$ cat src/rtl/multirate_counter.sv
// Up/down modulo-(MAX+1) counter stepped at a selectable rate derived from CLOCK_50.
// Any load, pause or rate change restarts the rate divider from its full terminal count.
module multirate_counter #(
  parameter int CLK_HZ = 50000000,
  parameter int WIDTH  = 4,
  parameter int MAX    = 15,
  parameter int DIV_W  = 28
) (
  input  logic             CLOCK_50,
  input  logic             Reset,
  input  logic             run,
  input  logic [1:0]       sel,
  input  logic             up,
  input  logic             load,
  input  logic [WIDTH-1:0] load_val,
  output logic [WIDTH-1:0] count,
  output logic             tick,
  output logic             wrap
);

  localparam logic [WIDTH-1:0] MAX_V = WIDTH'(MAX);

  logic [DIV_W-1:0] term_tbl [4];
  logic [DIV_W-1:0] term;

  logic [WIDTH-1:0] count_reg, count_next;
  logic [DIV_W-1:0] div_reg, div_next;
  logic [1:0]       sel_q_reg;
  logic             tick_reg, tick_next;
  logic             wrap_reg, wrap_next;

  // Terminal counts: sel 0 steps every clock, sel n>0 waits CLK_HZ*2^(n-1) clocks.
  genvar gi;
  generate
    for (gi = 0; gi < 4; gi++) begin : g_term
      if (gi == 0) begin : g_every
        assign term_tbl[gi] = '0;
      end else begin : g_slow
        assign term_tbl[gi] = DIV_W'(CLK_HZ * (1 << (gi - 1)) - 1);
      end
    end
  endgenerate

  assign term = term_tbl[sel];

  always_comb begin
    count_next = count_reg;
    div_next   = div_reg - DIV_W'(1);
    tick_next  = 1'b0;
    wrap_next  = 1'b0;
    if (load) begin
      count_next = (load_val > MAX_V) ? MAX_V : load_val;
      div_next   = term;
    end else if (!run || (sel != sel_q_reg)) begin
      div_next = term;
    end else if (div_reg == '0) begin
      div_next  = term;
      tick_next = 1'b1;
      if (up) begin
        if (count_reg == MAX_V) begin
          count_next = '0;
          wrap_next  = 1'b1;
        end else begin
          count_next = count_reg + WIDTH'(1);
        end
      end else begin
        if (count_reg == '0) begin
          count_next = MAX_V;
          wrap_next  = 1'b1;
        end else begin
          count_next = count_reg - WIDTH'(1);
        end
      end
    end
  end

  always_ff @(posedge CLOCK_50 or posedge Reset) begin
    if (Reset) begin
      count_reg <= '0;
      div_reg   <= '0;
      sel_q_reg <= 2'b00;
      tick_reg  <= 1'b0;
      wrap_reg  <= 1'b0;
    end else begin
      count_reg <= count_next;
      div_reg   <= div_next;
      sel_q_reg <= sel;
      tick_reg  <= tick_next;
      wrap_reg  <= wrap_next;
    end
  end

  assign count = count_reg;
  assign tick  = tick_reg;
  assign wrap  = wrap_reg;

endmodule

$ cat config.mk
export PLATFORM = sky130hd
export DESIGN_NAME = multirate_counter
export DESIGN_NICKNAME = d
export VERILOG_FILES = /design/src/rtl/multirate_counter.sv
export SDC_FILE = /design/constraint.sdc
export NUM_CORES = 1
export LEC_CHECK = 0
export BUFFER_PORTS_ARGS = -buffer_cell sky130_fd_sc_hd__buf_2
export CORE_UTILIZATION = 50
export CTS_CLUSTER_SIZE = 12
export DETAILED_ROUTE_END_ITERATION = 8
export PLACE_DENSITY = 0.69
export SYNTH_ARGS = -nofsm -noshare
export SYNTH_HDL_FRONTEND = slang
export SYNTH_SLANG_ARGS = --single-unit
$ cat constraint.sdc
create_clock -name CLOCK_50 -period 2.45 [get_ports CLOCK_50]
set_input_delay 0.1225 -clock CLOCK_50 [delete_from_list [all_inputs] [get_ports CLOCK_50]]
set_output_delay 0.1225 -clock CLOCK_50 [all_outputs]
set_load 0.03 [all_outputs]
==> results.md <==
- Hold path startpoint: sel[0]
- Critical path type: reg2reg
- Fin Setup TNS: 0 ns
- Final setup vio count: 0
- First-pass GRT wire length: 6893 um
- CTS clock-pin slew for the worst setup and hold paths: 0.07 ns
- Area growth syn-to-layout: 13.38%
- Drt pass-1 iters: 4
- WHS: 0.01735 ns
- Clk_lat worst skew: 0.29 ns
- Critical Path Slowest Stage Cell: or4_4
- Drt initial violations: 54
- Fin crit share: 92.30%
- Resized cells post-CTS: 0
- Mapped Cells: 195
- Most frequent cells in the layout: dfrtp_1, a21oi_1, xnor2_1
- Max-Cap Viols: 0
- CP bufs+invs: 0
- Worst path required time: 2.60 ns
- Cell area after synthesis: 0.001963 mm2
- Clk_skew: 0.007416 ns
- ANT nets after route: 0
- Die footprint: 0.004181 mm2
- Vias post-DR: 1522
- Vias in the first global route: 1500
- Mapped Nets: 214
- Initial antenna violation count: 0
- GRT Util Overall: 22.40%
- Most common cell after layout, fill and taps aside: dfrtp_1
- Drt via density: 5.700
- Largest register FFs: 28
- Grt ovf: 0
- Die width: 64.66 um
- Post-Syn Area per Cell: 10.07 um2
- Dpl hpwl: 2891 um
- Leak Pwr: 0.8946 nW
- Slew margin rel.: 50.08%
- Tot Pwr: 1.302 mW
- Post-layout nets: 238
- Synth unique cells: 38
- Final hold vios: 0
- Power per standard cell area: 585.0 mW/mm2
- Sequential fraction of the synthesis area: 45.89%
- Max Clk Rate: 442.2 MHz
- Critical Path Start: div_reg[19]$_DFF_PP0_
- Root Buffer: clkbuf_8
- Antenna cells: 0
- Row cnt: 22
- Crit path max-delay family: simple AND/OR/NAND/NOR gates
- CTS buffer count: 5
- Yosys warning count: 0
- Least-Margin Pin Slew: 0.7479 ns
- Clock tree buffer depth: 2
- Crit-path cells: or4_4, nand4b_1, o21ba_1, nor2_1, a21oi_1
- DRC violations left: 0
- Placer Congestion: 0.8351
- Largest net degree at the start of global routing: 21
- Worst R2R Start: div_reg[19]$_DFF_PP0_
- Core area: 0.003716 mm2
- Port Buffers: 16
- HP Class: in2reg
- Top cell type's share of synthesized area: 45.89%
- Layout cells sized above 1: 17.81%
- Post-synth top area cell: dfrtp_1
- Sink Count: 36
- H-tree Lvls: 2
- Crit path time final: 2.261 ns
- Top cells by area, synth: dfrtp_1, xnor2_1, a21oi_1, ha_1, nor2_1
- Fin. max-slew vios: 0
- TritonCTS clock tree: yes
- Die span in y: 64.66 um
- Routed len/inst: 15.25 um
- Outcome: completed
- FF+latch count, synth: 36
- Crit path max fanout: 16
- CP Launch Type: flip-flop
- Arrival @ worst endpoint: 2.41 ns
- Worst vdd ir: 0.3345 mV
- Max incr delay on CP: 0.58 ns
- RSZ-0062 raised after global routing: no
- Final wirelength: 4072 um
- Starting density of the core: 52.83%
- Worst Setup End Kind: flip-flop
- Post-CTS setup buffers: 0
- IO Count: 17
- Final Util: 59.90%
-- layer usage --
layer / vias up / track usage [%] / part of all wire [%]
met4: 0 / 11.94 / 2.4
met3: 9 / 6.866 / 3.6
met1: 749 / 28.49 / 47
met5: - / 0 / 0
met2: 28 / 34.08 / 47
li1: 736 / - / -
-- final cells by class --
cell class / count / area, um2
Clock buffer: 7 / 96.34
Fill cell: 345 / 1490
Inverter: 8 / 30.03
Multi-Input combinational cell: 144 / 996.0
Sequential cell: 36 / 900.9
Tap cell: 48 / 60.06
Timing Repair Buffer: 24 / 142.6
-- worst paths after layout --
kind / endpoint / slack, ns / depth (start not counted)
min in group asynchronous: div_reg[12]$_DFF_PP0_ / 0.55 / 3
min reg2reg: div_reg[0]$_DFF_PP0_ / 0.53 / 1
max in group asynchronous: div_reg[0]$_DFF_PP0_ / 1.19 / 4
max reg2reg: div_reg[19]$_DFF_PP0_ / 0.19 / 5
min: sel_q_reg[0]$_DFF_PP0_ / 0.02 / 1
max: div_reg[19]$_DFF_PP0_ / 0.19 / 5
-- timing repair --
item,CTS,global route
hold buffers,1,0
setup endpoints to repair,0,0
endpoints found under the hold margin,19,0
-- worst register-to-register path, delay by kind of cell (launching register included) --
family           cells  cell delay [ns]
AND/OR/NAND/NOR      3             1.21
AO/OA/AOI/OAI        2             0.51
flip-flops           1             0.42
-- through the flow --
stage	setup slack, ns	cell area, um2	cells
after floorplan	0.4325	1963	195
after global placement	0.2541	2120	259
after detailed placement	0.1997	2120	259
after CTS	0.1910	2226	267
after global routing	0.05648	2226	267
final	0.1886	2226	267
-- cells in the mapped netlist --
master	number
mux2_2	1
nor3b_1	2
mux2i_1	3
o21ai_0	3
a21boi_0	1
nor4b_1	1
inv_1	8
buf_4	1
o41ai_1	2
or4_1	2
a31oi_1	2
and4_1	1
nor3_1	10
nand3_1	4
a2bb2oi_1	1
xnor2_1	22
or3_1	3
nor3_2	1
o31ai_1	1
clkbuf_1	1
a21oi_1	23
o21ba_1	1
dfrtp_1	36
or4_4	2
nand4b_1	2
buf_2	5
nor4_4	1
nor2_1	15
or2_2	1
o22ai_1	2
nor2b_2	1
a21oi_2	1
and2_1	2
nor4_2	1
nor4_1	9
xor2_1	6
nand2_1	9
ha_1	8
-- report_power, final --
| group | internal, mW | leakage (nW) | total (mW) | switching, mW |
|---|---|---|---|---|
| sequential | 0.634 | 0.421 | 0.684 | 0.0502 |
| combinational | 0.0731 | 0.423 | 0.169 | 0.0959 |
| clock | 0.250 | 0.0503 | 0.449 | 0.198 |
-- kinds of logic after synthesis --
group | count (synthesis) | share of synthesized area, %
buffers and inverters | 15 | 3.378
xor gates and xnor gates | 28 | 12.49
adders and majority gates | 8 | 5.099
DFF | 36 | 45.89
AOI/OAI and AO/OA | 37 | 10.96
and+or+nand+nor | 67 | 20.08
muxes | 4 | 2.103
Power figures use the tool's default switching activity.
